## src/rtl/ram_stride_sequencer.sv

```systemverilog
// Accumulator-addressed scratch RAM sequencer: walks a base/stride address sequence
// and performs READ stream-out, WRITE pattern-fill or RMW add-in-place per command.
module ram_stride_sequencer #(
  parameter int    DATA_W    = 8,
  parameter int    ADDR_W    = 4,
  parameter int    ACC_W     = 20,
  parameter string INIT_FILE = ""
) (
  input  logic              clk,
  input  logic              rst_n,
  input  logic              start,
  input  logic [1:0]        mode,
  input  logic [ACC_W-1:0]  base,
  input  logic [ACC_W-1:0]  stride,
  input  logic              carry_in,
  input  logic [ADDR_W:0]   count,
  input  logic [DATA_W-1:0] wdata,
  output logic              busy,
  output logic              done,
  output logic              rd_valid,
  output logic [DATA_W-1:0] rd_data,
  output logic [ADDR_W-1:0] rd_addr,
  output logic [ACC_W-1:0]  acc,
  output logic              cout
);

  localparam int DEPTH = 1 << ADDR_W;

  typedef enum logic [1:0] {IDLE, RUN, WB, DONE} state_t;

  state_t              state, state_next;
  logic [1:0]          mode_q;
  logic [ACC_W-1:0]    stride_q;
  logic                cin_q;
  logic [DATA_W-1:0]   wdata_q;
  logic [ADDR_W:0]     remain;
  logic [DATA_W-1:0]   mem [DEPTH];

  logic [ADDR_W-1:0]   addr;
  logic [ACC_W:0]      step_sum;
  logic                is_write, is_rmw, last;

  // Memory cleared at configuration; RAM contents are never touched by reset.
  initial begin
    for (int unsigned i = 0; i < DEPTH; i++) mem[i] = '0;
  end

  always_comb begin
    addr     = acc[ADDR_W-1:0];
    step_sum = {1'b0, acc} + {1'b0, stride_q} + (ACC_W+1)'(cin_q);
    is_write = (mode_q == 2'd1);
    is_rmw   = (mode_q == 2'd2);
    last     = (remain == (ADDR_W+1)'(1));
  end

  always_ff @(posedge clk or negedge rst_n) begin
    if (!rst_n) state <= IDLE;
    else        state <= state_next;
  end

  always_comb begin
    state_next = state;
    case (state)
      IDLE: if (start) state_next = (count == '0) ? DONE : RUN;
      RUN: begin
        if (is_rmw)    state_next = WB;
        else if (last) state_next = DONE;
      end
      WB:      state_next = last ? DONE : RUN;
      DONE:    state_next = IDLE;
      default: state_next = IDLE;
    endcase
  end

  always_comb begin
    busy = (state == RUN) || (state == WB);
    done = (state == DONE);
  end

  // rd_data doubles as the RMW operand register: captured in RUN, consumed in WB.
  always_ff @(posedge clk or negedge rst_n) begin
    if (!rst_n) begin
      mode_q   <= '0;
      stride_q <= '0;
      cin_q    <= 1'b0;
      wdata_q  <= '0;
      remain   <= '0;
      acc      <= '0;
      cout     <= 1'b0;
      rd_valid <= 1'b0;
      rd_data  <= '0;
      rd_addr  <= '0;
    end else begin
      rd_valid <= 1'b0;
      case (state)
        IDLE: begin
          if (start) begin
            mode_q   <= mode;
            stride_q <= stride;
            cin_q    <= carry_in;
            wdata_q  <= wdata;
            remain   <= count;
            acc      <= base;
            cout     <= 1'b0;
          end
        end
        RUN: begin
          if (!is_write) begin
            rd_valid <= 1'b1;
            rd_data  <= mem[addr];
            rd_addr  <= addr;
          end
          if (!is_rmw) begin
            acc    <= step_sum[ACC_W-1:0];
            cout   <= cout | step_sum[ACC_W];
            remain <= remain - (ADDR_W+1)'(1);
          end
        end
        WB: begin
          acc    <= step_sum[ACC_W-1:0];
          cout   <= cout | step_sum[ACC_W];
          remain <= remain - (ADDR_W+1)'(1);
        end
        default: ;
      endcase
    end
  end

  always_ff @(posedge clk) begin
    if (state == RUN && is_write) mem[addr] <= wdata_q;
    else if (state == WB)         mem[addr] <= rd_data + wdata_q;
  end

endmodule

```

## config.mk

```make
export PLATFORM = sky130hd
export DESIGN_NAME = ram_stride_sequencer
export DESIGN_NICKNAME = d
export VERILOG_FILES = /design/src/rtl/ram_stride_sequencer.sv
export SDC_FILE = /design/constraint.sdc
export NUM_CORES = 1
export LEC_CHECK = 0
export BUFFER_PORTS_ARGS = -buffer_cell sky130_fd_sc_hd__buf_4
export CAP_MARGIN = 20
export CORE_MARGIN = 5
export CORE_UTILIZATION = 45
export CTS_BUF_LIST = sky130_fd_sc_hd__clkbuf_8
export DETAILED_ROUTE_END_ITERATION = 10
export SYNTH_ARGS = -nofsm -noshare
export SYNTH_HDL_FRONTEND = slang
export SYNTH_SLANG_ARGS = --single-unit
```

## constraint.sdc

```tcl
create_clock -name clk -period 8.5 [get_ports clk]
set_input_delay 0 -clock clk [delete_from_list [all_inputs] [get_ports clk]]
set_output_delay 0 -clock clk [all_outputs]
set_load 0.05 [all_outputs]
```

==> impl_metrics.toml <==
[run_status]
outcome = "finished, final reports clean"

[min_path]
hold_start = "start"
hold_depth = 4
hp-class = "in -> reg"
whs_endpoint = "state[1]"

[logic_synthesis]
synth_area_sq_um = 9544
synthSimpleGateAreaFrac_pct = 6.686
syn-instance-count = 655
synth_fa_ha_area_share_pct = 4.955
synth.net_count = 750
ys_warn_count = 0
synth.distinct_cells = 53
synth_compound_area_share_pct = 7.538
yosys.area_share.xor_xnor_pct = 1.744
synth_top_family_by_area = "multiplexers"
synth.avg_cell_area_sq_um = 14.57
synth-edff-count = 128
yosysSeqAreaShare_pct = 59.15
ys_ff_latch = 200
synth.area.mux_share_pct = 17.50
ys.flop_type = "edfxtp_1"
synth_async_sr_flop_share_pct = 36.00

[worst_setup_path]
startpoint_type = "flop"
arrival_ns = 3.47
worstSetupPathType = "reg -> reg"
worstPathRequired_ns = 8.84
rr_worst_depth = 8
cpPeakStageDelay_ns = 0.89
critPathSlowestCell = "dfrtp_1"
timing.rr.start = "acc[2]"
end_kind = "flop"
r2r_slack_ns = 5.37
crit_path_cell_trace = "ha_1, nor2b_1, o21ai_1, o221ai_1, o21ai_1, o221ai_1, a2111oi_0, nor2_1"
worst-path-max-fanout = 19
r2r_end = "cout"

[floorplan]
die_h_microns = 155.6
io_pins = 95
die_x_microns = 155.6
initial_core_util_pct = 45.55
core_area_sq_um = 20960
rows = 53
die_area_sq_um = 24220

[sta]
slew_headroom_pct = 34.94
clock.fmax_mhz = 319.0
hold_violations = 0
setup_viol = 0
setup_tns_ns = 0
fin_skew_ns = 0.01637
slew_violations = 0
period_share_pct = 36.88
min_period_ns = 3.135
worst_slew_pin_slew_ns = 0.9759
rsz0062_at_grt = "no"

[detailed_routing]
via_count = 6107
wl_per_cell_microns = 20.31
routed-wl-met3_mm = 1.138
drt-met1-wl_mm = 9.489
drc = 0
viasPerCell = 5.587
ant_nets = 0
top_layer = "met5"
drt-total-wl_mm = 22.20
drtPass1Iterations = 5
wl_met2_mm = 11.27
drt_iter0_drc = 445

[place]
hpwl_mm = 15.38
io_buffers = 94
routabilityCongestion = 0.8373

[clocking]
cts.sinks = 200
ctsRootBufferMaster = "clkbuf_8"
cts_buffer_depth = 2
clkSlewWorstSetupHoldPaths_ns = 0.11
cts_buffers = 17
cts_tree = "yes"
postCtsSetupBuffers = 0
clk_latency_ns = 0.46
htree_levels = 4

[cells_and_area]
fin_nets = 900
area_growth_pct = 20.69
diodes = 0
drive_above_1_share_pct = 24.33

[run]
maxCapViolCount = 0

[global_routing]
grt_pass1_wl_mm = 34.91
grt_max_degree = 73
grt_usage_pct = 18.77
grt_overflow = 0
first_global_vias = 6225
antenna_found_initial = 1
[how the worst max path moves through the flow]
stage | from | endpoint | slack, ns | depth (start not counted)
after floorplan | acc[1] | acc[16] | 5.34 | 11
after global placement | acc[2] | cout | 5.48 | 8
after detailed placement | rd_data[1] | mem[6][7] | 5.32 | 8
after CTS | rd_data[1] | mem[8][7] | 5.28 | 8
after global routing | acc[2] | cout | 4.99 | 8
final | acc[2] | cout | 5.37 | 8
[sequential cells by signal (all words and copies together), names as in the netlist]
register,cells
stride_q,20
rd_addr,4
mode_q,2
cin_q,1
rd_valid,1
acc,20
remain,5
cout,1
mem,128
wdata_q,8
rd_data,8
state,2
[worst max-delay path: cells and delay by family (launching register included)]
kind	cells	cell delay, ns
flip-flops	1	0.89
AO/OA/AOI/OAI	5	1.49
AND/OR/NAND/NOR	2	0.23
adder cells (fa/ha/maj)	1	0.40
[layout make-up]
cell class	count	area [sq um]
inverter	18	67.56
sequential	200	5647
tap	275	344.1
clock inverter	15	180.2
multi-input combinational	405	3672
clock buffer	17	234.0
fill	1703	9437
timing repair buffer	163	1374
[timing repair]
item / 4_1_cts / 5_1_grt
hold buffers: 56 / 1
resized for setup: 0 / 0
endpoints found under the hold margin: 128 / 1
[stage by stage]
step	instance area [sq um]	utilization [%]	hold slack, ns	std cells	worst slack [ns]
floorplan	9544	-	-0.2956	655	5.338
global placement	10510	50.16	0.1998	1002	5.475
detailed placement	10530	50.23	0.2157	1003	5.317
CTS	11500	54.88	0.0001885	1091	5.284
global route	11520	54.97	0.1318	1093	4.987
finish	11520	54.97	0.1061	1093	5.366
[logic make-up after synthesis]
kind of cell,count (synthesis)
flops,200
mux,101
fa+ha+maj,36
xor+xnor,19
compound gates,117
buf+inv,50
simple gates,132
[per-layer routing]
| metal | global-route usage (%) | up-vias |
|---|---|---|
| met2 | 31.86 | 184 |
| met4 | 4.127 | 2 |
| met3 | 3.800 | 24 |
| met5 | 0 | - |
| met1 | 25.26 | 3056 |
| li1 | - | 2841 |
[cells in the final DEF, fill, tap and decap left out, drive strengths merged, types with 2 or more instances in the layout]
| master | netlist | layout |
|---|---|---|
| edfxtp | 128 | 128 |
| buf | 9 | 106 |
| dfrtp | 72 | 72 |
| dlygate4sd3 | 0 | 57 |
| nand2 | 45 | 45 |
| mux2 | 44 | 44 |
| o21ai | 41 | 41 |
| mux4 | 40 | 40 |
| ha | 33 | 33 |
| nor2 | 30 | 30 |
| a21oi | 28 | 28 |
| inv | 18 | 25 |
| mux2i | 17 | 17 |
| clkbuf | 23 | 17 |
| xnor2 | 13 | 13 |
| nand3 | 10 | 10 |
| nand2b | 8 | 8 |
| nor3 | 7 | 7 |
| nor3b | 7 | 7 |
| a211oi | 7 | 7 |
| clkinv | 0 | 7 |
| nor2b | 6 | 6 |
| a21o | 6 | 6 |
| xor2 | 6 | 6 |
| nand3b | 6 | 6 |
| or3 | 5 | 5 |
| o22ai | 4 | 4 |
| o211ai | 4 | 4 |
| a211o | 4 | 4 |
| nand4 | 4 | 4 |
| a31oi | 4 | 4 |
| o21bai | 3 | 3 |
| o21a | 3 | 3 |
| fa | 3 | 3 |
| o221ai | 2 | 2 |
| o31ai | 2 | 2 |
[Yosys cell counts, types with 2 or more instances]
master | count | area [sq um]
buf_12 | 2 | 40.04
clkbuf_1 | 23 | 86.33
ha_1 | 33 | 412.9
or3_1 | 5 | 31.28
nor3b_1 | 7 | 52.55
nand4_1 | 4 | 25.02
edfxtp_1 | 128 | 3844
o21bai_1 | 3 | 22.52
o221ai_1 | 2 | 17.52
mux2_2 | 44 | 495.5
nand2_1 | 45 | 168.9
mux4_2 | 12 | 270.3
mux2i_1 | 17 | 170.2
nand3b_1 | 6 | 45.04
xnor2_1 | 13 | 113.9
a21o_1 | 6 | 45.04
inv_1 | 18 | 67.56
buf_2 | 3 | 15.01
o22ai_1 | 4 | 25.02
nor3_1 | 7 | 35.03
fa_1 | 3 | 60.06
o31ai_1 | 2 | 15.01
a31oi_1 | 4 | 25.02
a211o_1 | 4 | 35.03
dfrtp_1 | 72 | 1802
nand3_1 | 10 | 50.05
o21ai_1 | 4 | 20.02
nand2b_1 | 8 | 50.05
nor2b_1 | 6 | 37.54
mux4_1 | 27 | 709.4
xor2_1 | 6 | 52.55
o211ai_1 | 4 | 30.03
a211oi_1 | 7 | 52.55
a21oi_1 | 28 | 140.1
o21a_1 | 3 | 22.52
o21ai_0 | 37 | 185.2
nor2_1 | 30 | 112.6
buf_1 | 3 | 11.26
Power is not shown: default switching activity piles up to over one toggle a cycle in this logic, so the estimate is an artifact.
